File: src/rtl/calc_operand_sequencer_if.sv
// Operand-sequencer bus: switch/button inputs and ALU-facing outputs.
// The ALU side and board side share one bundle; clk/reset stay separate.
interface calc_operand_sequencer_if #(
   parameter int in_length = 16
);
   logic [in_length-1:0] data_in;
   logic                 enter;
   logic                 undo;
   logic [in_length-1:0] result_in;
   logic [2:0]           error_in;
   logic [in_length-1:0] A;
   logic [in_length-1:0] B;
   logic [in_length-1:0] OP;
   logic [1:0]           stage;
   logic                 load_done;
   logic [in_length-1:0] display_value;
   logic [2:0]           error_led;

   modport master (
      output data_in, enter, undo,
      output result_in, error_in,
      input  A, B, OP, stage, load_done,
      input  display_value, error_led
   );

   modport slave (
      input  data_in, enter, undo,
      input  result_in, error_in,
      output A, B, OP, stage, load_done,
      output display_value, error_led
   );
endinterface

File: src/rtl/calc_operand_sequencer.sv
// Calculator front end: captures A, B and opcode on Enter, steps back
// on Undo, and muxes the 7-segment display between entry and result.
module calc_operand_sequencer #(
   parameter int in_length = 16
) (
   input logic                     clk,
   input logic                     reset,
   calc_operand_sequencer_if.slave bus
);
   typedef enum logic [1:0] {
      S_A   = 2'd0,
      S_B   = 2'd1,
      S_OP  = 2'd2,
      S_RES = 2'd3
   } state_t;

   state_t               state_q, state_d;
   logic [in_length-1:0] a_q, a_d;
   logic [in_length-1:0] b_q, b_d;
   logic [in_length-1:0] op_q, op_d;
   logic                 load_done_q, load_done_d;
   logic                 enter_q, undo_q;
   logic                 enter_rise, undo_rise;

   assign enter_rise = bus.enter & ~enter_q;
   assign undo_rise  = bus.undo & ~undo_q;

   // Enter is checked first in every state so it wins over a same-cycle Undo.
   always_comb begin
      state_d     = state_q;
      a_d         = a_q;
      b_d         = b_q;
      op_d        = op_q;
      load_done_d = 1'b0;
      unique case (state_q)
         S_A: begin
            if (enter_rise) begin
               a_d     = bus.data_in;
               state_d = S_B;
            end
         end
         S_B: begin
            if (enter_rise) begin
               b_d     = bus.data_in;
               state_d = S_OP;
            end else if (undo_rise) begin
               state_d = S_A;
            end
         end
         S_OP: begin
            if (enter_rise) begin
               op_d        = {{(in_length-2){1'b0}}, bus.data_in[1:0]};
               load_done_d = 1'b1;
               state_d     = S_RES;
            end else if (undo_rise) begin
               state_d = S_B;
            end
         end
         S_RES: begin
            if (enter_rise) begin
               state_d = S_A;
            end else if (undo_rise) begin
               state_d = S_OP;
            end
         end
         default: state_d = S_A;
      endcase
   end

   // Button history resets high so a press held through reset is ignored.
   always_ff @(posedge clk) begin
      if (reset) begin
         state_q     <= S_A;
         a_q         <= '0;
         b_q         <= '0;
         op_q        <= '0;
         load_done_q <= 1'b0;
         enter_q     <= 1'b1;
         undo_q      <= 1'b1;
      end else begin
         state_q     <= state_d;
         a_q         <= a_d;
         b_q         <= b_d;
         op_q        <= op_d;
         load_done_q <= load_done_d;
         enter_q     <= bus.enter;
         undo_q      <= bus.undo;
      end
   end

   assign bus.A         = a_q;
   assign bus.B         = b_q;
   assign bus.OP        = op_q;
   assign bus.stage     = state_q;
   assign bus.load_done = load_done_q;

   always_comb begin
      bus.display_value = bus.data_in;
      bus.error_led     = 3'b000;
      if (state_q == S_RES) begin
         bus.display_value = bus.result_in;
         bus.error_led     = bus.error_in;
      end
   end
endmodule
File: src/flat_wrapper.sv
// flat-port wrapper written by rule: the top's interface ports become plain ports
module calc_operand_sequencer_flat 
#(
   parameter int in_length = 16
)
  (clk, reset, bus_data_in, bus_enter, bus_undo, bus_result_in, bus_error_in, bus_A, bus_B, bus_OP, bus_stage, bus_load_done, bus_display_value, bus_error_led);
  calc_operand_sequencer_if #(.in_length(in_length)) bus_i ();
  input logic clk;
  input logic reset;
  input wire logic [$bits(bus_i.data_in)-1:0] bus_data_in;
  input wire logic [$bits(bus_i.enter)-1:0] bus_enter;
  input wire logic [$bits(bus_i.undo)-1:0] bus_undo;
  input wire logic [$bits(bus_i.result_in)-1:0] bus_result_in;
  input wire logic [$bits(bus_i.error_in)-1:0] bus_error_in;
  output wire logic [$bits(bus_i.A)-1:0] bus_A;
  output wire logic [$bits(bus_i.B)-1:0] bus_B;
  output wire logic [$bits(bus_i.OP)-1:0] bus_OP;
  output wire logic [$bits(bus_i.stage)-1:0] bus_stage;
  output wire logic [$bits(bus_i.load_done)-1:0] bus_load_done;
  output wire logic [$bits(bus_i.display_value)-1:0] bus_display_value;
  output wire logic [$bits(bus_i.error_led)-1:0] bus_error_led;
  assign bus_i.data_in = bus_data_in;
  assign bus_i.enter = bus_enter;
  assign bus_i.undo = bus_undo;
  assign bus_i.result_in = bus_result_in;
  assign bus_i.error_in = bus_error_in;
  assign bus_A = bus_i.A;
  assign bus_B = bus_i.B;
  assign bus_OP = bus_i.OP;
  assign bus_stage = bus_i.stage;
  assign bus_load_done = bus_i.load_done;
  assign bus_display_value = bus_i.display_value;
  assign bus_error_led = bus_i.error_led;
  calc_operand_sequencer #(.in_length(in_length)) u_core (.clk(clk), .reset(reset), .bus(bus_i));
endmodule
File: config.mk
export PLATFORM = sky130hd
export DESIGN_NAME = calc_operand_sequencer_flat
export DESIGN_NICKNAME = d
export VERILOG_FILES = /design/src/rtl/calc_operand_sequencer_if.sv /design/src/rtl/calc_operand_sequencer.sv /design/src/flat_wrapper.sv
export SDC_FILE = /design/constraint.sdc
export NUM_CORES = 1
export LEC_CHECK = 0
export ABC_AREA = 1
export ABC_CLOCK_PERIOD_IN_PS = 1900
export BUFFER_PORTS_ARGS = -buffer_cell sky130_fd_sc_hd__buf_2
export CAP_MARGIN = 20
export CELL_PAD_IN_SITES_DETAIL_PLACEMENT = 0
export CELL_PAD_IN_SITES_GLOBAL_PLACEMENT = 1
export CORE_ASPECT_RATIO = 0.75
export CORE_UTILIZATION = 31
export DETAILED_ROUTE_END_ITERATION = 8
export HOLD_SLACK_MARGIN = 0.1
export PLACE_DENSITY = 0.82
export SYNTH_ARGS = -nofsm -noshare
export SYNTH_HDL_FRONTEND = slang
export SYNTH_SLANG_ARGS = --single-unit
export TNS_END_PERCENT = 50
File: constraint.sdc
create_clock -name clk -period 1.9 [get_ports clk]
set_clock_uncertainty 0.15 [all_clocks]
set_input_delay 0.095 -clock clk [delete_from_list [all_inputs] [get_ports clk]]
set_output_delay 0.095 -clock clk [all_outputs]
set_load 0.005 [all_outputs]
Word level (Yosys, flattened, before mapping):

Index checks and enable logic that the tools add are counted.

* bits in registers: 39
* output and inout port bits: 70
* word-level logic and storage cells: 36
* input bits: 39

* eq/ne operators: 7
* reduce and logical (&&, ||, !) cells: 6
* mux-type cells: 11
* bitwise gates (word level): 5

Operators with widths (count)
* $mux 16: 1
* $mux 2: 7
* $ne 3x1->1 const B: 3
* $pmux 2 s4: 1
* $reduce_and 2->1: 3
* $eq 2x2->1 const B: 2
* $reduce_and 4->1: 1
* $mux 3: 1
* $not 1->1: 3
* $and 1x1->1: 2
* $eq 2x1->1 const B: 1
* $logic_not 2->1: 1
* $ne 2x1->1 const B: 1
* $reduce_or 2->1: 1
* $mux 1: 1

Logic depth before layout (Yosys ltp):

* depth after elaboration: 5
* gate-level depth with buffers: 7
* mapped depth without buffers: 7

Least setup slack after synthesis:

Ideal clock, no wire load.

* path type: reg-to-reg
* from: register u_core.state_q[0], in the netlist u_core.bus.stage[0]
* to: register u_core.a_q[10], in the netlist u_core.bus.A[10]
* arrival time: 1.004 ns
* path buffers: 1
* library setup time: 0.116 ns
* path slack: 0.630 ns
* required time: 1.634 ns
* stages on the path, launching flop included: 7
* period minus slack after synthesis: 1.270 ns
* path through: dfxtp_1 > inv_2 > nand2_4 > nor2_8 > buf_6 > o21ai_0 > nor2_1

* word-level cells in the longest chain between the ends: 2

RTL lines
* start: declaration: line calc_operand_sequencer.sv:17 `state_t state_q, state_d;`
* start signal: assignment: line calc_operand_sequencer.sv:81 `state_q <= state_d;`
* $logic_not 2->1: line calc_operand_sequencer.sv:35 `unique case (state_q)`
* $reduce_and 2->1 (no line)
* end signal: assignment: line calc_operand_sequencer.sv:74 `a_q <= '0;`
* end signal: assignment: line calc_operand_sequencer.sv:82 `a_q <= a_d;`
* end: declaration: line calc_operand_sequencer.sv:18 `logic [in_length-1:0] a_q, a_d;`

Every way passes these cells.
A chain may end at the register's enable or synchronous reset.

Final worst setup path:

* from: register u_core.state_q[0], in the netlist u_core.bus.stage[0]
* to: output bus_display_value[1]

* word-level cells in the longest chain between the ends: 2

RTL lines
* $eq 2x2->1: line calc_operand_sequencer.sv:100 `if (state_q == S_RES) begin`
* $mux 16: line calc_operand_sequencer.sv:100
* end: declaration: line flat_wrapper.sv:20 `output wire logic [$bits(bus_i.display_value)-1:0] bus_display_value;`

Every way passes these cells.

==> summary.txt <==
Routing
  – WL per Instance: 11.3 microns
  – Vias post-DR: 1740
  – Detailed Routing Iterations Pass 1: 4
  – Post-route DRC: 0
  – DRT antenna net count: 0
  – Vias/cell: 4.28
  – Wirelength, routed: approximately 4.6 mm
  – DR iter-0 viols: between 70 and 80

Setup path
  – Worst Setup Start Kind: register
  – CP Cell Sequence: nand2_4 > mux2_4 > buf_2
  – Crit-path max FO: 20
  – Critical Path AT: 1.51 ns
  – Crit. End Element: primary output
  – Slowest cell on the critical path: dfxtp_1
  – CP required: 1.65 ns
  – Crit Path Category: register to primary output
  – Slowest cell delay on critical path: 0.50 ns

Timing
  – Maximum clock frequency: between 500 and 600 MHz
  – # setup viols final: 0
  – Slew Limit Fails: 0
  – Final hold violations: 0
  – Final Cycle Share: 0.922
  – RSZ-0062 raised after global routing: no
  – Fin crit period: 1.75 ns
  – Setup TNS Final: 0 ns

Pwr
  – P_int: 1.29 mW
  – Clock Power Share: 0.358
  – Net Sw Power: 398 uW
  – Sw frac: 0.235
  – Leakage power total: 1.30 nW
  – Logic pwr share: 0.134
  – Maximum vdd ir drop: 0.344 mV
  – PD cells: 672 nW/um^2
  – Seq pwr share: 0.508
  – Power, Total: around 1.7 mW

Final layout
  – Reg area: 781 sq um
  – Nets: 370
  – Diode count: 0
  – Core Util, Final: 0.463
  – Synth-to-Final Area Change: 41.1%
  – Fillers: around 550
  – Area of the multi-input gates: 823 sq um
  – Layout cells sized above 1: 0.386

Floorplan
  – Die ar.: 6070 sq um
  – Die width: 89.6 microns
  – Core Box Area: approximately 5400 sq um
  – Initial Util: 0.328
  – Top Ports: 109
  – Die H: 67.7 microns
  – Row count: 23

Synthesis
  – Top post-synthesis cells by area: dfxtp_1 44%, nor2_1 16%, mux2_2 9.5%
  – Sequential share of the synthesized area: 0.437
  – Post-synth EDFFs: 0
  – Main synth FF type: dfxtp_1
  – Area leader, netlist: dfxtp_1
  – Syn Area/Cell: 8.12 sq um
  – Yosys reg bits: 39
  – Synthesized cell area: about 1800 sq um
  – Most frequent cell after synthesis: nor2_1
  – Cell variety after synth: 23
  – Share of the synthesized area in the top cell type: 0.437
  – Syn Inst Count: 220
  – Synth top cells by count: 75 x nor2_1, 39 x dfxtp_1, 31 x o21ai_0
  – Async S/R FF share, synth: 0
  – Yosys warning total: 0

Global routing
  – First-pass GRT wire length: 6.91 mm
  – Met2 usage: 0.256
  – GR Layer Usage met3: 0.0489
  – Antenna violations before repair: 0
  – GRT overflow: 0
  – Grt met1 use: 0.188
  – Largest net degree at the start of global routing: 38
  – Vias in the first global route: ~1500
  – Top Usage Layer GRT: met2
  – GR Util All Layers: 0.152

CTS
  – Worst-path clk slew: 0.08 ns
  – Max Root-Sink Buffers: 2
  – Post-CTS setup buffer count: 0
  – H-tree lvl count: 2
  – Clock sink total: 39
  – CTS tree: done
  – Cts bufs inserted: 5
  – Root buffer cell: clkbuf_8
  – Clk_lat worst skew: 0.28 ns

Placement
  – Port Buf Inserts: 94
  – Hpwl dp: 3.11 mm
  – GPL Wtd Cong: 0.756

Hold path
  – Worst Hold Class: input port to primary output

Flow run
  – Max-cap violations: 0

Status
  – Status: completed
[registers in the layout, summed over array words and instances, names as in the netlist]
register              count
u_core.bus.load_done      1
u_core.bus.B             16
u_core.enter_q            1
u_core.undo_q             1
u_core.bus.A             16
u_core.bus.stage          2
u_core.bus.OP             2
[cells in the final DEF, fill, tap and decap left out]
master         count
nor2_4             1
nand3_4            1
a21oi_1            2
nand2_2            1
dlygate4sd3_1     19
dfxtp_1           39
clkbuf_1           1
o21ai_0           31
nor2_8             1
inv_2              3
o21ai_1            3
nand2_4            2
nand3_1            2
nor2_1            75
mux2_2            15
clkbuf_8           7
buf_4              1
inv_1              8
buf_2             94
mux2_4             1
inv_8              1
nand2_1           10
conb_1            14
[stage by stage]
stage	worst slack [ns]	cells	cell area [sq um]	hold WS, ns
3_3_place_gp	0.301	380	2220	0.135
4_1_cts	0.117	407	2520	0.320
5_1_grt	0.0503	407	2520	0.339
6_report	0.148	407	2520	0.321
3_5_place_dp	0.271	380	2220	0.140
2_1_floorplan	0.630	233	1830	0.0141
[worst max-delay path: cells and delay by family, from the launching register on]
family,cells,cell delay (ns)
flip-flops,1,0.50
multiplexers,1,0.35
AND/OR/NAND/NOR,1,0.25
buffers and inverters,1,0.12
[layout make-up]
| type | instances | share of cell area |
|---|---|---|
| well taps | 75 | 0.0373 |
| inverters | 12 | 0.0209 |
| flip-flops and latches | 39 | 0.310 |
| clock buffers | 8 | 0.0397 |
| multi-input cells | 159 | 0.327 |
| repair buffers | 114 | 0.265 |
[worst paths after layout]
path                                           from                    to  slack [ns]  depth (start not counted)
worst max-delay path            u_core.bus.stage[0]  bus_display_value[1]        0.15                          3
worst min-delay path                bus_error_in[1]      bus_error_led[1]        0.32                          4
worst max register to register  u_core.bus.stage[1]       u_core.bus.B[0]        0.42                          5
worst min register to register      u_core.bus.B[1]       u_core.bus.B[1]        0.33                          2
[timing repair]
item | in CTS | in global routing
setup endpoints to repair | 16 | 0
endpoints found under the hold margin | 38 | 0
resized for setup | 1 | 0
hold buffers | 19 | 0
[layer usage]
| layer | wire length (microns) | up-vias |
|---|---|---|
| li1 | - | 895 |
| met3 | 321 | 2 |
| met2 | 2120 | 65 |
| met1 | 2130 | 778 |
| met5 | 0 | - |
| met4 | 19 | 0 |
[power by group through the flow]
stage | Combinational, mW | Clock (mW) | Sequential, mW
floorplan | 0.119 | 0 | 0.879
global placement | 0.196 | 0 | 0.877
detailed placement | 0.199 | 0 | 0.877
CTS | 0.229 | 0.628 | 0.859
global route | 0.259 | 0.661 | 0.862
finish | 0.228 | 0.606 | 0.859
[kinds of logic (layout without fill, tap and decap cells)]
| kind of cell | count (synthesis) | count (layout) | synth area share |
|---|---|---|---|
| buffers and inverters | 35 | 134 | 0.132 |
| flip-flops | 39 | 39 | 0.437 |
| multiplexers | 16 | 16 | 0.103 |
| AO/OA/AOI/OAI | 36 | 36 | 0.101 |
| AND/OR/NAND/NOR | 93 | 93 | 0.225 |
| other | 1 | 14 | 0.00210 |
No activity file was read; power rests on OpenSTA's default activity.
